==> config.mk <==
export PLATFORM = sky130hd
export DESIGN_NAME = keypad_scanner
export DESIGN_NICKNAME = d
export VERILOG_FILES = /design/src/rtl/keypad_scanner.sv
export SDC_FILE = /design/constraint.sdc
export NUM_CORES = 1
export LEC_CHECK = 0
export CAP_MARGIN = 20
export CORE_ASPECT_RATIO = 0.7
export CORE_MARGIN = 3
export CORE_UTILIZATION = 58
export DETAILED_ROUTE_END_ITERATION = 12
export PLACE_DENSITY = 0.77
export SLEW_MARGIN = 10
export SYNTH_ARGS = -nofsm -noshare
export SYNTH_HDL_FRONTEND = slang
export SYNTH_SLANG_ARGS = --single-unit
==> constraint.sdc <==
create_clock -name clk -period 2.57 [get_ports clk]
set_input_delay 0.514 -clock clk [delete_from_list [all_inputs] [get_ports clk]]
set_output_delay 0.514 -clock clk [all_outputs]
set_load 0.005 [all_outputs]
==> src/rtl/keypad_scanner.sv <==
// -----------------------------------------------------------------------------
// keypad_scanner
//
// Scans a 4x4 matrix keypad by driving one column low at a time and sensing
// the active-low rows. A press is accepted only after the sensed row bit has
// stayed low for DEBOUNCE_CNT consecutive cycles. It is then reported once on
// key_valid, together with its hex code, and held on key_held until a release
// has been stable for DEBOUNCE_CNT cycles.
//
// Parameters
//   SCAN_DIV      clk cycles per column step (>= 2)
//   DEBOUNCE_CNT  stable cycles needed to accept a press or release (>= 2)
//
// Ports
//   clk        in   block clock, rising edge
//   reset      in   asynchronous active-low reset
//   row[3:0]   in   row sense, active-low, asynchronous to clk
//   col[3:0]   out  column drive, one-cold
//   key_code   out  hex code of the last accepted key
//   key_valid  out  one-cycle pulse per accepted press
//   key_held   out  high while the accepted key remains pressed
// -----------------------------------------------------------------------------
module keypad_scanner #(
   parameter int unsigned SCAN_DIV     = 1000,
   parameter int unsigned DEBOUNCE_CNT = 20000
) (
   input  logic       clk,
   input  logic       reset,
   input  logic [3:0] row,
   output logic [3:0] col,
   output logic [3:0] key_code,
   output logic       key_valid,
   output logic       key_held
);

   // Counters are wide enough to hold their terminal values without wrapping.
   localparam int unsigned STEP_W = $clog2(SCAN_DIV + 1);
   localparam int unsigned DEB_W  = $clog2(DEBOUNCE_CNT + 1);

   localparam logic [STEP_W-1:0] STEP_LAST = STEP_W'(SCAN_DIV - 1);
   localparam logic [STEP_W-1:0] STEP_MAX  = STEP_W'(SCAN_DIV);
   localparam logic [DEB_W-1:0]  DEB_LAST  = DEB_W'(DEBOUNCE_CNT - 1);
   localparam logic [DEB_W-1:0]  DEB_MAX   = DEB_W'(DEBOUNCE_CNT);

   typedef enum logic [1:0] {
      ST_SCAN,
      ST_DEBOUNCE,
      ST_HELD,
      ST_RELEASE
   } state_e;

   // -------------------------------------------------------------------------
   // State
   // -------------------------------------------------------------------------
   logic [3:0]        sync1_q;
   logic [3:0]        rs_q;
   state_e            state_q,     state_d;
   logic [STEP_W-1:0] step_q,      step_d;
   logic [DEB_W-1:0]  deb_q,       deb_d;
   logic [1:0]        col_idx_q,   col_idx_d;
   logic [1:0]        row_idx_q,   row_idx_d;
   logic [3:0]        key_code_q,  key_code_d;
   logic              key_valid_q, key_valid_d;
   logic              key_held_q,  key_held_d;

   // -------------------------------------------------------------------------
   // Helpers
   // -------------------------------------------------------------------------
   function automatic logic [3:0] map_key(input logic [1:0] r, input logic [1:0] c);
      logic [3:0] code;
      case ({r, c})
         4'b00_00: code = 4'h1;
         4'b00_01: code = 4'h2;
         4'b00_10: code = 4'h3;
         4'b00_11: code = 4'hA;
         4'b01_00: code = 4'h4;
         4'b01_01: code = 4'h5;
         4'b01_10: code = 4'h6;
         4'b01_11: code = 4'hB;
         4'b10_00: code = 4'h7;
         4'b10_01: code = 4'h8;
         4'b10_10: code = 4'h9;
         4'b10_11: code = 4'hC;
         4'b11_00: code = 4'h0;
         4'b11_01: code = 4'hF;
         4'b11_10: code = 4'hE;
         default:  code = 4'hD;
      endcase
      return code;
   endfunction

   // Lowest-index low row wins when several rows are low together.
   function automatic logic [1:0] low_row(input logic [3:0] rs);
      logic [1:0] idx;
      if (!rs[0])      idx = 2'd0;
      else if (!rs[1]) idx = 2'd1;
      else if (!rs[2]) idx = 2'd2;
      else             idx = 2'd3;
      return idx;
   endfunction

   logic              row_bit;
   logic [STEP_W-1:0] step_inc;
   logic [DEB_W-1:0]  deb_inc;

   always_comb begin
      row_bit  = rs_q[row_idx_q];
      step_inc = (step_q == STEP_MAX) ? step_q : step_q + STEP_W'(1);
      deb_inc  = (deb_q == DEB_MAX)   ? deb_q  : deb_q + DEB_W'(1);
   end

   // -------------------------------------------------------------------------
   // Registers
   // -------------------------------------------------------------------------
   always_ff @(posedge clk or negedge reset) begin
      if (!reset) begin
         sync1_q     <= 4'b1111;
         rs_q        <= 4'b1111;
         state_q     <= ST_SCAN;
         step_q      <= '0;
         deb_q       <= '0;
         col_idx_q   <= '0;
         row_idx_q   <= '0;
         key_code_q  <= 4'h0;
         key_valid_q <= 1'b0;
         key_held_q  <= 1'b0;
      end else begin
         sync1_q     <= row;
         rs_q        <= sync1_q;
         state_q     <= state_d;
         step_q      <= step_d;
         deb_q       <= deb_d;
         col_idx_q   <= col_idx_d;
         row_idx_q   <= row_idx_d;
         key_code_q  <= key_code_d;
         key_valid_q <= key_valid_d;
         key_held_q  <= key_held_d;
      end
   end

   // -------------------------------------------------------------------------
   // Next-state logic
   // -------------------------------------------------------------------------
   always_comb begin
      state_d     = state_q;
      step_d      = step_q;
      deb_d       = deb_q;
      col_idx_d   = col_idx_q;
      row_idx_d   = row_idx_q;
      key_code_d  = key_code_q;
      key_valid_d = 1'b0;
      key_held_d  = key_held_q;

      unique case (state_q)
         ST_SCAN: begin
            // Rows are only trusted on the last cycle of a step, giving the
            // keypad lines the rest of the step to settle after a column move.
            if (step_q == STEP_LAST) begin
               step_d = '0;
               if (rs_q == 4'b1111) begin
                  col_idx_d = col_idx_q + 2'd1;
               end else begin
                  row_idx_d = low_row(rs_q);
                  deb_d     = '0;
                  state_d   = ST_DEBOUNCE;
               end
            end else begin
               step_d = step_inc;
            end
         end

         ST_DEBOUNCE: begin
            if (!row_bit) begin
               if (deb_q == DEB_LAST) begin
                  key_code_d  = map_key(row_idx_q, col_idx_q);
                  key_valid_d = 1'b1;
                  key_held_d  = 1'b1;
                  deb_d       = '0;
                  state_d     = ST_HELD;
               end else begin
                  deb_d = deb_inc;
               end
            end else begin
               // Bounce: give up on this column and move on.
               deb_d     = '0;
               step_d    = '0;
               col_idx_d = col_idx_q + 2'd1;
               state_d   = ST_SCAN;
            end
         end

         ST_HELD: begin
            if (row_bit) begin
               deb_d   = '0;
               state_d = ST_RELEASE;
            end
         end

         ST_RELEASE: begin
            if (row_bit) begin
               if (deb_q == DEB_LAST) begin
                  key_held_d = 1'b0;
                  deb_d      = '0;
                  step_d     = '0;
                  col_idx_d  = col_idx_q + 2'd1;
                  state_d    = ST_SCAN;
               end else begin
                  deb_d = deb_inc;
               end
            end else begin
               deb_d   = '0;
               state_d = ST_HELD;
            end
         end

         default: begin
            state_d = ST_SCAN;
         end
      endcase
   end

   // -------------------------------------------------------------------------
   // Outputs
   // -------------------------------------------------------------------------
   always_comb begin
      col             = 4'b1111;
      col[col_idx_q]  = 1'b0;
      key_code        = key_code_q;
      key_valid       = key_valid_q;
      key_held        = key_held_q;
   end

endmodule

-- After elaboration in Yosys (flattened, before gate mapping)
Memories as Yosys holds them, arrays and structs flattened. A register that Yosys moved wholly into a read port is not among the register bits.
Index checks and enable logic that the tools add are counted.
Widths: inputs -> output; s select.
- register bits: 41
- bits in read-only memories: 64
- output and inout bits: 10
- word-level logic and storage cells: 94
- memories: 1
- add/sub/neg operators: 3
- magnitude comparators: 3
- equality and inequality tests: 20
- multiplexer cells: 43
- bitwise operators: 3
- reductions and logical operators: 12
- memory list (memory ; depth ; width ; read ports ; clocked after Yosys merged registers in ; write ports ; line ; source):
    (no name shown) ; 16 ; 4 ; 1 ; 1 ; 0 ; 71 ; case ({r, c})
- operator list (operator ; count):
    $mux 15 ; 7
    $pmux 15 s4 ; 1
    $mux 10 ; 5
    $eq 15x15->1 const B ; 2
    $pmux 10 s3 ; 1
    $mux 2 ; 14
    $eq 10x10->1 const B ; 2
    $ne 2x2->1 const B ; 9
    $add 15x1->15 const B ; 1
    $reduce_and 5->1 ; 3
    $add 10x1->10 const B ; 1
    $mux 1 ; 10
    $ne 3x3->1 const B ; 3
    $reduce_and 3->1 ; 3
    $pmux 2 s4 ; 1
    $lt 2x3->1 const B ; 2
    $pmux 2 s3 ; 1
    $reduce_and 6->1 ; 1
    $eq 2x2->1 const B ; 2
    $eq 4x4->1 const B ; 1
    $not 4->4 ; 1
    $reduce_bool 3->1 ; 1
    $add 2x1->2 const B ; 1
    $bmux 1 s2 ; 1
    9 further kinds ; 10

-- Logic depth before layout (Yosys ltp)
- word-level depth: 5
- gate-level depth with buffers: 8
- depth with buffers taken out: 7

-- Least setup slack after synthesis
No wires, ideal clock.
- path kind: register to register
- start: register row_idx_q[1]
- end: register deb_q[14]
- arrival time: 2.069 ns
- required time: 2.487 ns
- slack: 0.418 ns
- stages on the path, launching flop included: 9
- period minus slack after synthesis: 2.152 ns
- cells stage by stage: dfrtp_1 -> buf_6 -> mux4_2 -> buf_6 -> xnor2_1 -> or3_1 -> buf_6 -> or3_1 -> o21ai_0
- word-level cells in the longest chain between the ends: 4
- elaborated cells between the ends (all ways): 7
- RTL lines (element ; line ; source):
    from (decl) ; 61 ; logic [1:0] row_idx_q, row_idx_d;
    from (signal assigned) ; 134 ; row_idx_q <= row_idx_d;
    $bmux 1 s2 (*) ; 107 ; row_bit = rs_q[row_idx_q];
    $mux 1 (not written as such) (*) ; 107 ;
    $mux 15 (tied with other cells) ; 200 ; if (row_bit) begin
    $pmux 15 s4 or $reduce_and 3->1 (tied branches) ; n/a ;
    to (signal assigned) ; 121 ; deb_q <= '0;
    to (signal assigned) ; 132 ; deb_q <= deb_d;
    to (decl) ; 59 ; logic [DEB_W-1:0] deb_q, deb_d;
Every way passes the cells marked *; elsewhere a longest branch is shown, timed or not. The select of a mux whose other input is x is not followed.
A chain may end at the register's enable or synchronous reset.

-- Worst setup path after layout
Same ends and word-level chain as after synthesis.

==> flow_metrics.tcl <==
set metrics [dict create \
    run_status "finished clean" \
    clock_sinks 45 \
    wl_per_cell_um 16.4 \
    cts_root_buf "clkbuf_8" \
    synth_enable_flop_cells 0 \
    multiInputGateArea_um2 1190 \
    synth.distinct_cells 49 \
    irDropWorstVdd_v 0.000380 \
    vias 2037 \
    cts_hold_buf 0 \
    syn2layout_area_growth_pct 14.0 \
    hold_violations 0 \
    cts_buffers 5 \
    std_cell_rows 19 \
    dpl.hpwl_um 3730 \
    dr.pass1.iters 5 \
    start_util_pct 61.1 \
    core_area_um2 3990 \
    period_share_pct 89.6 \
    final-setup-viol-count 0 \
    use_met1_pct 35.0 \
    skew_ns 0.00712 \
    busiest_layer "met1" \
    grt_pass1_wl_um 9100 \
    drv_cap 0 \
    h-tree-depth 2 \
    endpoint_kind "register" \
    critPathRequiredTime_ns 2.80 \
    r2r_cells 5 \
    track_usage_pct 23.2 \
    met2_usage_pct 32.8 \
    worstSkewPairLatency_ns 0.30 \
    cp.arrival_ns 2.53 \
    max-clock-path-buffers 2 \
    grt_setup_unrepaired "no" \
    synth.largest_area_cell "dfrtp_1" \
    gr-total-overflow 0 \
    synth-seq-area-share_pct 46.6 \
    finalNonFillerCells 331 \
    vias_per_cell 6.15 \
    syn_nets 271 \
    worstReg2RegStart "row_idx_q[1]$_DFFE_PN0P_" \
    synthArstFlopShare_pct 100 \
    p_leak_uw 0.00114 \
    drt_iter0_drc 119 \
    fillers 322 \
    cts.clk_slew.worst_paths_ns 0.09 \
    synth.avg_cell_area_um2 9.53 \
    grt_max_degree 42 \
    ys_top_cells_by_area "dfrtp_1 (38%), dfstp_2 (8.6%), o21ai_0 (6.0%)" \
    place_congestion 0.840 \
    p_per_area_nw_per_um2 467 \
    drc 0 \
    hp-class "primary input to async pin" \
    synthMostInstantiatedCell "dfrtp_1" \
    drt-total-wl_um 5410 \
    ys.flop_type "dfrtp_1" \
    n_antenna_cell 0 \
    synth_area_um2 2440 \
    setup-tns-final_ns 0 \
    seqCellArea_um2 1140 \
    synth_seq_cells 45 \
    fp.dieW_um 83.5 \
    die_area_um2 5030 \
    synth_cells 256 \
    nNetsFinal 293 \
    crit_type "register to register" \
    drv_slew 0 \
    tightest_slew_ns 0.893 \
    crit_fanout 10 \
    postRouteAntennaNets 0 \
    grt_pass1_vias 1872 \
    max_freq_mhz 434 \
    critPathLaunchType "register" \
    ioPinCount 16 \
    final_util_pct 69.6 \
    startpoint "row_idx_q[1]$_DFFE_PN0P_" \
    tritoncts "built" \
    post_cts_buffers 0 \
    antenna_found_initial 0 \
    use_met3_pct 5.92 \
    ys_top_cells_by_count "dfrtp_1 (37), o21ai_0 (29), nand2_1 (28)" \
    port_buffers 15 \
    min_period_ns 2.30 \
    yosys.area.top_type_share_pct 38.0 \
    fp.dieH_um 60.3 \
    synth_warnings 0 \
    layout-drive-gt1-share_pct 12.5 \
    slew_headroom_pct 40.5 \
    power_uw 1300 \
    placed_cells 323 \
]
-- report_power, final --
| group | switching (uW) | leakage [uW] | total, uW | internal, uW |
|---|---|---|---|---|
| logic | 20.1 | 0.000500 | 31.5 | 11.4 |
| registers | 5.39 | 0.000587 | 725 | 719 |
| clock network | 251 | 0.0000543 | 542 | 291 |
-- registers in the layout, indices dropped and copies added (netlist names), named ones only --
register,flops
rs_q,4
key_valid,1
key_code,4
col_idx_q,2
step_q,10
sync1_q,4
state_q,1
deb_q,15
key_held,1
row_idx_q,2
-- cells by family after synthesis --
logic type,share of synthesized area [%]
AOI/OAI and AO/OA,19.1
xor gates and xnor gates,1.80
adders and majority gates,4.62
buffers and inverters,4.87
DFF,46.6
muxes,3.08
and+or+nand+nor,19.9
-- cell type report --
type                            instances  share of cell area, %
Tap cell                               52                   2.34
Timing Repair Buffer                   24                   7.65
Sequential cell                        45                   40.9
Clock inverter                          3                   1.67
Multi-Input combinational cell        186                   42.8
Clock buffer                            5                   2.48
Inverter                               16                   2.16
-- cells in the final DEF (no fill, tap or decap), types with 4 or more instances in the layout --
cell type	n
inv_1	16
clkdlybuf4s50_1	14
a21o_1	5
a21oi_1	8
o31ai_1	5
nor3_1	8
ha_1	9
buf_4	9
a22o_1	4
nand2_1	28
nand3_1	15
nand4_1	5
nor2_1	13
dfstp_2	8
dfrtp_1	37
o21ai_0	29
clkbuf_8	5
a31oi_1	9
-- timing repair --
item                                   CTS  global route
setup endpoints to repair                0             8
resized for setup                        0             1
endpoints found under the hold margin    0             0
-- path summary, 6_finish.rpt --
path	to	slack, ns
hold reg to reg	rs_q[2]$_DFF_PN1_	0.36
max in group asynchronous	sync1_q[1]$_DFF_PN1_	1.56
setup reg to reg	deb_q[14]$_DFFE_PN0P_	0.27
min in group clk	rs_q[2]$_DFF_PN1_	0.36
setup / recovery	deb_q[14]$_DFFE_PN0P_	0.27
hold / removal	key_held$_DFFE_PN0P_	0.33
-- per-stage QoR --
| step | hold WS [ns] | setup WS [ns] | cell area [um^2] |
|---|---|---|---|
| 2_1_floorplan | 0.218 | 0.418 | 2440 |
| 3_3_place_gp | 0.346 | 0.254 | 2660 |
| 3_5_place_dp | 0.348 | 0.235 | 2660 |
| 4_1_cts | 0.364 | 0.212 | 2770 |
| 5_1_grt | 0.361 | 0.114 | 2780 |
| 6_report | 0.335 | 0.266 | 2780 |
-- worst max-delay path: stages (launching register included) --
cell and delay (ns):
dfrtp_1 0.50, mux4_2 0.57, xnor2_1 0.19, or3_1 0.50, or3_1 0.39, o21ai_0 0.07
-- routing by layer --
metal	routed length [um]	part of all wire, %
met1	2720	50
met2	2290	42
met3	356	6.6
met4	45	0.83
met5	0	0
(Power assumes the default switching activity.)
